$ cat config.mk
export PLATFORM = sky130hd
export DESIGN_NAME = nios2_div_cell
export DESIGN_NICKNAME = d
export VERILOG_FILES = /design/src/rtl/nios2_div_pkg.sv /design/src/rtl/nios2_div_step.sv /design/src/rtl/nios2_div_cell.sv
export SDC_FILE = /design/constraint.sdc
export NUM_CORES = 1
export LEC_CHECK = 0
export ABC_AREA = 0
export CAP_MARGIN = 0
export CORE_MARGIN = 4
export CORE_UTILIZATION = 58
export DETAILED_ROUTE_END_ITERATION = 6
export PLACE_DENSITY = 0.81
export SKIP_LAST_GASP = 1
export SLEW_MARGIN = 5
export SYNTH_ARGS = -nofsm -noshare
export SYNTH_HDL_FRONTEND = slang
export SYNTH_HIERARCHICAL = 1
export SYNTH_SLANG_ARGS = --single-unit
export TNS_END_PERCENT = 1
$ cat constraint.sdc
create_clock -name clk -period 9.35 [get_ports clk]
set_input_delay 0.935 -clock clk [delete_from_list [all_inputs] [get_ports clk]]
set_output_delay 0.935 -clock clk [all_outputs]
set_load 0.1 [all_outputs]
$ cat src/rtl/nios2_div_pkg.sv
// Shared types and constants for the Nios II M-stage iterative divider.
package nios2_div_pkg;
    localparam int WIDTH = 32;

    typedef enum logic [1:0] {IDLE, PREP, ITER, FIXUP} div_state_t;

    typedef logic [4:0] div_cnt_t;

    localparam logic [WIDTH-1:0] DIV_ZERO_Q = 32'hFFFF_FFFF;
endpackage

$ cat src/rtl/nios2_div_step.sv
// One radix-2 restoring division step: shift in the next dividend bit, trial subtract.
module nios2_div_step #(
    parameter int WIDTH = 32
) (
    input  logic [WIDTH-1:0] i_rem,
    input  logic             i_msb,
    input  logic [WIDTH-1:0] i_dvs,
    output logic [WIDTH-1:0] o_rem,
    output logic             o_qbit
);
    logic [WIDTH:0]   w_shift;
    logic [WIDTH-1:0] w_diff;

    assign w_shift = {i_rem, i_msb};
    // When the compare succeeds the difference is below the divisor, so it fits in WIDTH bits.
    assign o_qbit  = (w_shift >= {1'b0, i_dvs});
    assign w_diff  = w_shift[WIDTH-1:0] - i_dvs;
    assign o_rem   = o_qbit ? w_diff : w_shift[WIDTH-1:0];
endmodule

$ cat src/rtl/nios2_div_cell.sv
// Iterative 32-bit signed/unsigned divider: fixed 34-cycle latency, registered results.
module nios2_div_cell #(
    parameter int WIDTH = nios2_div_pkg::WIDTH
) (
    input  logic             clk,
    input  logic             reset,
    input  logic [WIDTH-1:0] M_div_src1,
    input  logic [WIDTH-1:0] M_div_src2,
    input  logic             M_div_signed,
    input  logic             M_div_start,
    input  logic             M_div_abort,
    output logic             M_div_busy,
    output logic             M_div_done,
    output logic [WIDTH-1:0] M_div_quotient,
    output logic [WIDTH-1:0] M_div_remainder
);
    import nios2_div_pkg::*;

    div_state_t       r_state, w_state_nxt;
    div_cnt_t         r_cnt;
    logic             w_accept, w_finish;
    logic [WIDTH-1:0] r_src1, r_src2;
    logic             r_signed, r_neg_q, r_neg_r, r_dz;
    logic [WIDTH-1:0] r_dvd, r_dvs, r_rem;
    logic [WIDTH-1:0] r_quot, r_rem_out;
    logic             r_busy, r_done;
    logic [WIDTH-1:0] w_abs1, w_abs2, w_rem_nxt;
    logic             w_qbit;

    nios2_div_step #(.WIDTH(WIDTH)) u_step (
        .i_rem  (r_rem),
        .i_msb  (r_dvd[WIDTH-1]),
        .i_dvs  (r_dvs),
        .o_rem  (w_rem_nxt),
        .o_qbit (w_qbit)
    );

    assign w_abs1 = (r_signed && r_src1[WIDTH-1]) ? -r_src1 : r_src1;
    assign w_abs2 = (r_signed && r_src2[WIDTH-1]) ? -r_src2 : r_src2;

    always_ff @(posedge clk) begin
        if (reset) r_state <= IDLE;
        else       r_state <= w_state_nxt;
    end

    always_comb begin
        w_state_nxt = r_state;
        w_accept    = 1'b0;
        case (r_state)
            IDLE: begin
                if (M_div_start && !M_div_abort) begin
                    w_accept    = 1'b1;
                    w_state_nxt = PREP;
                end
            end
            PREP:    w_state_nxt = ITER;
            ITER:    if (r_cnt == '0) w_state_nxt = FIXUP;
            FIXUP:   w_state_nxt = IDLE;
            default: w_state_nxt = IDLE;
        endcase
        if (M_div_abort) w_state_nxt = IDLE;
        w_finish = (r_state == FIXUP) && !M_div_abort;
    end

    always_ff @(posedge clk) begin
        if (reset) begin
            r_busy    <= 1'b0;
            r_done    <= 1'b0;
            r_quot    <= '0;
            r_rem_out <= '0;
            r_src1    <= '0;
            r_src2    <= '0;
            r_signed  <= 1'b0;
            r_neg_q   <= 1'b0;
            r_neg_r   <= 1'b0;
            r_dz      <= 1'b0;
            r_dvd     <= '0;
            r_dvs     <= '0;
            r_rem     <= '0;
            r_cnt     <= '0;
        end else begin
            r_busy <= (w_state_nxt != IDLE);
            r_done <= w_finish;
            if (w_accept) begin
                r_src1   <= M_div_src1;
                r_src2   <= M_div_src2;
                r_signed <= M_div_signed;
                r_neg_q  <= M_div_signed & (M_div_src1[WIDTH-1] ^ M_div_src2[WIDTH-1]);
                r_neg_r  <= M_div_signed & M_div_src1[WIDTH-1];
                r_dz     <= (M_div_src2 == '0);
            end
            if (r_state == PREP) begin
                r_dvd <= w_abs1;
                r_dvs <= w_abs2;
                r_rem <= '0;
                r_cnt <= div_cnt_t'(WIDTH - 1);
            end
            // Quotient bits shift into the vacated low end of the dividend register.
            if (r_state == ITER) begin
                r_rem <= w_rem_nxt;
                r_dvd <= {r_dvd[WIDTH-2:0], w_qbit};
                r_cnt <= r_cnt - div_cnt_t'(1);
            end
            if (w_finish) begin
                r_quot    <= r_dz ? WIDTH'(DIV_ZERO_Q) : (r_neg_q ? -r_dvd : r_dvd);
                r_rem_out <= r_dz ? r_src1 : (r_neg_r ? -r_rem : r_rem);
            end
        end
    end

    assign M_div_busy      = r_busy;
    assign M_div_done      = r_done;
    assign M_div_quotient  = r_quot;
    assign M_div_remainder = r_rem_out;
endmodule

==> run metrics, run 1 <==
outcome completed; Worst EP required ~9.7 ns; depth of the CTS H-tree 1; via count of the first global-routing pass 12.4k; instance count after placement with tap cells included ~2.2k; Post-Route Skew between 0.01 and 0.015 ns; TritonCTS clock tree built; Core Footprint between 20,000 and 25,000 um2; Final Cycle Share 0.384; post-CTS setup buffer count 0; relative slew slack 0.292; post-route non-filler standard cell count 2,205; Worst Path Class, Setup reg2reg; max-cap viol count 0; critical path endpoint category flop; Syn Area/Cell 7.85 um2; count of port buffers added during placement 134; count of pins on the block boundary 135; post-CTS resize count 0; number of warnings issued by yosys 6; cell class contributing the biggest share of worst-path delay compound AO/OA/AOI/OAI gates; detailed-routed wire length on met2 18,100 um; area added between synthesis and finish 15.7%; Total Negative Setup Slacks 0 ns; cts bufs inserted 26; wirelength, routed ~42,000 um; initial cell density of the core 0.588; Power Density 163 nW/um2; Placed Instance Area 15,600 um2; length of routed met3 wiring 4000 um; via count roughly 14k; library cell occupying the most area in the post-synthesis netlist sky130_fd_sc_hd__dfxtp_1; number of buffer and inverter instances along the worst setup path 1; met1 WL roughly 18,000 um; Worst Setup Start Kind flop; latest clock arrival within the worst-skew pair 0.53 ns; Horiz. Die Dim 165 um; setup violators final 0; Clock Tree Root sky130_fd_sc_hd__clkbuf_16; multi-input gate area in the final layout ~8700 um2; Total Nets Final 1,973; placer congestion estimate 0.967; Max clock buf depth 3; clock-pin slew on the worst setup and hold paths 0.06 ns; post-synth design cell area 14,300 um2; residual overflow from global routing 0; final design instance area without fill 16,500 um2; # DRC 0; type of the worst min-delay path reg2reg; ordered list of cells on the worst path ha_1 -> nand4_1 -> nor3_1 -> o211ai_1 -> nor4b_4 -> o21ai_2 -> a31oi_4 -> o21a_4 -> inv_2 -> mux2_2 -> a21oi_1 -> nor2_1; final count of pins violating max slew 0; flip-flop cell with the highest count after synthesis sky130_fd_sc_hd__dfxtp_1; Yosys cell types 79; number of hold-repair buffers added at the cts stage 0; Critical Path AT between 3 and 4 ns; Total Die Area 27,200 um2; synthesized instance count 1,817; Fin Hold WS 0.447 ns; sequential standard cell area 4740 um2; Cell Rows 57; Total Power 2.69 mW; setup repair after global routing missed its margin false; delay of the slowest cell on the worst path 0.57 ns; first-pass GRT wire length 65,500 um; highest net fanout along the worst path 29; number of nets still failing antenna checks after routing 0; top sig layer met5; Fin. Hold Viols 0; area fraction of the dominant cell type after synthesis 0.333; die outline height 165 um; share of async-settable or async-resettable flops after synthesis 0; DRC violation total after the first TritonRoute iteration 1,369; number of enable flip-flop cells after synthesis 0; antenna violations before repair 2; Detailed Routing Iterations Pass 1 5; cell leakage power 6.19 nW; ratio of cells with drive above 1 in the final layout 0.0654; Max Clk Rate 279 MHz; Post-DP HPWL slightly above 30,000 um; library cell contributing the largest single delay on the critical path sky130_fd_sc_hd__inv_2; per-cell routed wire length approximately 19 um; actual slew at the worst max-slew pin 1.06 ns; pin count of the biggest net entering global routing 93; Filler Cell Count ~2.0k; sequential area share after synthesis 0.333; top cells by area in the synthesized netlist sky130_fd_sc_hd__dfxtp_1, sky130_fd_sc_hd__nand2_1, sky130_fd_sc_hd__a21oi_1; Synth Register Bits 237; Tot GR Track Use 0.295; CTS sink count between 200 and 250; Peak VDD IR 148 uV; drt via density approximately 6.2; Tmin final 3.59 ns; total nets after synthesis ~1.9k
==> synth_stat cells (23+ instances only) <==
cell type and instances:
sky130_fd_sc_hd__a211oi_1 50, sky130_fd_sc_hd__a21oi_1 163, sky130_fd_sc_hd__a31oi_1 32, sky130_fd_sc_hd__clkbuf_1 111, sky130_fd_sc_hd__dfxtp_1 237, sky130_fd_sc_hd__ha_1 42, sky130_fd_sc_hd__inv_1 66, sky130_fd_sc_hd__mux2i_1 23
sky130_fd_sc_hd__nand2_1 227, sky130_fd_sc_hd__nand2b_1 25, sky130_fd_sc_hd__nor2_1 165, sky130_fd_sc_hd__nor2b_1 52, sky130_fd_sc_hd__nor3_1 30, sky130_fd_sc_hd__nor4_1 28, sky130_fd_sc_hd__o21ai_0 59, sky130_fd_sc_hd__o21ai_1 24
sky130_fd_sc_hd__o22ai_1 30, sky130_fd_sc_hd__o31ai_1 33, sky130_fd_sc_hd__o41ai_1 25, sky130_fd_sc_hd__xnor2_1 41, sky130_fd_sc_hd__xor2_1 88
==> final timing paths <==
| kind | startpoint | end | slack [ns] | cells after the start |
|---|---|---|---|---|
| worst max register to register | r_rem[9] | r_rem[3] | 5.76 | 12 |
| worst max-delay path | r_rem[9] | r_rem[3] | 5.76 | 12 |
| worst min-delay path | r_dvs[20] | r_dvs[20] | 0.45 | 2 |
| worst min register to register | r_dvs[20] | r_dvs[20] | 0.45 | 2 |
==> metal layers <==
layer / vias to the layer above / global-route usage
li1: 6590 / -
met1: 6407 / 0.416
met2: 670 / 0.455
met3: 107 / 0.0589
met4: 4 / 0.0934
met5: - / 0
==> stage by stage <==
stage	utilization	worst slack (ns)
after global routing	0.681	5.50
final	0.681	5.76
after global placement	0.643	5.94
after detailed placement	0.643	5.78
after floorplan	-	6.32
after CTS	0.681	5.78
==> cell type report <==
type / count / share of cell area
antenna: 1 / 0.000152
clock buffer: 39 / 0.0479
clock inverter: 8 / 0.00735
inverter: 68 / 0.0155
multi-input combinational: 1381 / 0.530
sequential: 237 / 0.287
tap: 324 / 0.0246
timing repair buffer: 147 / 0.0872
==> power breakdown <==
group | internal [mW] | switching (mW)
Clock | 0.664 | 0.414
Sequential | 1.04 | 0.0425
Combinational | 0.230 | 0.300
Total | 1.93 | 0.757
==> registers in the layout (all words and copies together), names as in the netlist <==
register / count
r_rem: 32
M_div_busy: 1
M_div_done: 1
r_src1: 32
r_state: 2
r_dvs: 32
r_dvd: 32
r_cnt: 5
M_div_quotient: 32
r_neg_q: 1
r_dz: 1
M_div_remainder: 32
r_src2: 32
r_neg_r: 1
r_signed: 1
==> worst register-to-register path: stages (launching register included) <==
cell	delay (ns)
sky130_fd_sc_hd__dfxtp_1	0.37
sky130_fd_sc_hd__ha_1	0.44
sky130_fd_sc_hd__nand4_1	0.18
sky130_fd_sc_hd__nor3_1	0.34
sky130_fd_sc_hd__o211ai_1	0.18
sky130_fd_sc_hd__nor4b_4	0.18
sky130_fd_sc_hd__o21ai_2	0.17
sky130_fd_sc_hd__a31oi_4	0.13
sky130_fd_sc_hd__o21a_4	0.27
sky130_fd_sc_hd__inv_2	0.57
sky130_fd_sc_hd__mux2_2	0.41
sky130_fd_sc_hd__a21oi_1	0.15
sky130_fd_sc_hd__nor2_1	0.06
==> placed cells by master, fill, tap and decap left out, drive strengths merged, types with 42 or more instances in the layout <==
cell type,synthesis,final
nand2,227,227
inv,67,67
a21oi,164,164
clkdlybuf4s50,0,133
xor2,88,88
nor2,165,165
nor2b,52,52
a211oi,50,50
o21ai,84,84
ha,42,42
dfxtp,237,237
==> kinds of logic after synthesis <==
kind of cell | synth area share
AND/OR/NAND/NOR | 0.218
AO/OA/AOI/OAI | 0.234
flip-flops | 0.333
buffers and inverters | 0.0559
XOR/XNOR | 0.0792
multiplexers | 0.0422
adder cells (fa/ha/maj) | 0.0382
(Power assumes the default switching activity.)
==> run 2: changes to the inputs <==
--- a/config.mk
+++ b/config.mk
@@ -8,9 +8,9 @@
 export ABC_AREA = 0
 export CAP_MARGIN = 0
 export CORE_MARGIN = 4
-export CORE_UTILIZATION = 58
+export CORE_UTILIZATION = 53
 export DETAILED_ROUTE_END_ITERATION = 6
-export PLACE_DENSITY = 0.81
+export PLACE_DENSITY = 0.78
 export SKIP_LAST_GASP = 1
 export SLEW_MARGIN = 5
 export SYNTH_ARGS = -nofsm -noshare
==> constraint.sdc (replaced) <==
create_clock -name clk -period 3.3 [get_ports clk]
set_input_delay 0.33 -clock clk [delete_from_list [all_inputs] [get_ports clk]]
set_output_delay 0.33 -clock clk [all_outputs]
set_load 0.1 [all_outputs]
==> run 2 against run 1 <==
Net effect: register-to-register slack got worse by 5.7 ns; via count rose by 0.88%; clock power rose to 2.8 times the previous value; design area rose by 2.8%; power rose to 2.9 times the previous value; utilization fell by 3.5 points; sequential power rose to 2.8 times the previous value; critical path type unchanged; critical endpoint is now r_rem[31]; largest power group unchanged.
==> run metrics, run 2 (synthesized netlist as in run 1, its figures left out) <==
outcome completed; Core Footprint 26,300 um2; placer congestion estimate a little under 1; cell class contributing the biggest share of worst-path delay simple AND/OR/NAND/NOR gates; CTS sink count about 240; actual slew at the worst max-slew pin 1.02 ns; instance count after placement with tap cells included 2,218; Peak VDD IR 419 uV; max-cap viol count 0; Power Density 454 nW/um2; highest net fanout along the worst path 4; library cell contributing the largest single delay on the critical path sky130_fd_sc_hd__nor4b_4; residual overflow from global routing 0; per-cell routed wire length 19.1 um; setup repair after global routing missed its margin true; Placed Instance Area between 15,000 and 20,000 um2; cell leakage power 6.47 nW; part of the total power dissipated in combinational logic 0.211; Clk pwr share 0.392; type of the worst min-delay path in2reg; Worst EP required about 3.8 ns; number of buffer and inverter instances along the worst setup path 2; critical path endpoint category flop; Critical Path AT about 3.7 ns; number of cells traversed by the worst register-to-register path 13; post-route non-filler standard cell count 2,268; count of pins on the block boundary 135; Fin. Hold Viols 0; delay of the slowest cell on the worst path 0.40 ns; DRC violation total after the first TritonRoute iteration 1,283; most used cells in the layout excluding fill and tap cells sky130_fd_sc_hd__dfxtp_1, sky130_fd_sc_hd__nand2_1, sky130_fd_sc_hd__nor2_1, sky130_fd_sc_hd__a21oi_1, sky130_fd_sc_hd__clkdlybuf4s50_1; Worst Setup Start Kind flop; Fin Hold WS 0.252 ns; via count of the first global-routing pass 12.7k; ratio of cells with drive above 1 in the final layout 0.0922; total internal power approximately 5.5 mW; first-pass GRT wire length about 68,000 um; final design instance area without fill 17,000 um2; initial cell density of the core 0.543; count of port buffers added during placement ~130; area added between synthesis and finish 18.9%; latest clock arrival within the worst-skew pair about 0.54 ns; Post-DP HPWL roughly 32,000 um; depth of the CTS H-tree 1; final count of pins violating max slew 0; Max Clk Rate between 300 and 400 MHz; Tot GR Track Use 0.282; Switching Power 2.19 mW; pin count of the biggest net entering global routing 79; Final Cycle Share 0.991; commonest non-fill, non-tap cell in the layout sky130_fd_sc_hd__dfxtp_1; Worst Path Class, Setup reg2reg; Filler Cell Count 2,268; relative slew slack 0.319; Clock Tree Root sky130_fd_sc_hd__clkbuf_16; TritonCTS clock tree built; clock-pin slew on the worst setup and hold paths around 0.07 ns; Tmin final between 3 and 4 ns; drt via density 6.13; number of nets still failing antenna checks after routing 0; number of hold-repair buffers added at the cts stage 0; Post-Route Skew 0.0150 ns; ordered list of cells on the worst path inv_1 -> ha_1 -> a21oi_2 -> a211oi_1 -> or3_4 -> nor4b_4 -> buf_4 -> and2b_1 -> a31o_2 -> and3_1 -> o41ai_1 -> a21oi_1 -> nor2_1; cts bufs inserted 26; antenna violations before repair 4; Total Die Area 29,600 um2; sequential share of power 0.397; via count between 10k and 15k; wirelength, routed 43,300 um; Hold Path Depth 2; Horiz. Die Dim 172 um; setup violators final 0; Detailed Routing Iterations Pass 1 6; Max clock buf depth 3; Crit path depth 13; Cell Rows 59; Total Nets Final 2,026; die outline height 172 um; # DRC 0; switching power as a share of total power 0.285
[run 2: cell types whose count changed in the layout (fill, tap and decap cells not counted), sizes merged]
cell	previous run	this run
buf	14	67
clkinv	5	6
diode	1	2
clkbuf	39	36
[run 2: metal layers]
layer,up-vias,global-route usage,routed length [um]
li1,6672,-,-
met1,6495,0.403,19000
met2,623,0.433,18800
met3,105,0.0492,4030
met4,4,0.0916,1470
met5,-,0,31
[run 2: worst register-to-register path, delay by kind of cell (launching register included)]
| kind | cells | cell delay, ns |
|---|---|---|
| DFF | 1 | 0.33 |
| buffers and inverters | 2 | 0.23 |
| and+or+nand+nor | 5 | 1.28 |
| adders and majority gates | 1 | 0.33 |
| AOI/OAI and AO/OA | 5 | 1.02 |
[run 2: what timing repair did]
action,in CTS,in global routing
endpoints found under the setup margin,0,28
resized for setup,0,5
setup buffers,0,3
[run 2: area by class of cell]
type	count	area (um2)	share of cell area
clock inverters	9	138	0.00811
multi-input cells	1381	8770	0.517
diodes	2	5.00	0.000295
flip-flops and latches	237	4740	0.280
well taps	335	419	0.0247
repair buffers	200	1880	0.111
clock buffers	36	758	0.0447
inverters	68	255	0.0150
[run 2: path summary, 6_finish.rpt]
path	start	slack, ns	end
max	r_dvs[7]	0.03	r_rem[31]
min	reset	0.25	r_cnt[0]
min reg2reg	r_dvs[18]	0.45	r_dvs[18]
max reg2reg	r_dvs[7]	0.03	r_rem[31]
[run 2: power groups by stage]
stage | registers (mW) | logic (mW) | clock network (mW)
after floorplan | 3.09 | 1.16 | 0
after global placement | 3.11 | 1.56 | 0
after detailed placement | 3.11 | 1.57 | 0
after CTS | 3.05 | 1.58 | 3.06
after global routing | 3.06 | 1.76 | 3.17
final | 3.06 | 1.63 | 3.02
[run 2: through the flow]
step           power [mW]  utilization  TNS [ns]  worst slack [ns]
6_report             7.71        0.645         0            0.0301
5_1_grt              7.99        0.645   -0.0888           -0.0376
4_1_cts              7.70        0.644         0            0.0205
3_5_place_dp         4.69        0.610         0            0.0340
3_3_place_gp         4.66        0.610         0             0.129
2_1_floorplan        4.25            -         0             0.273
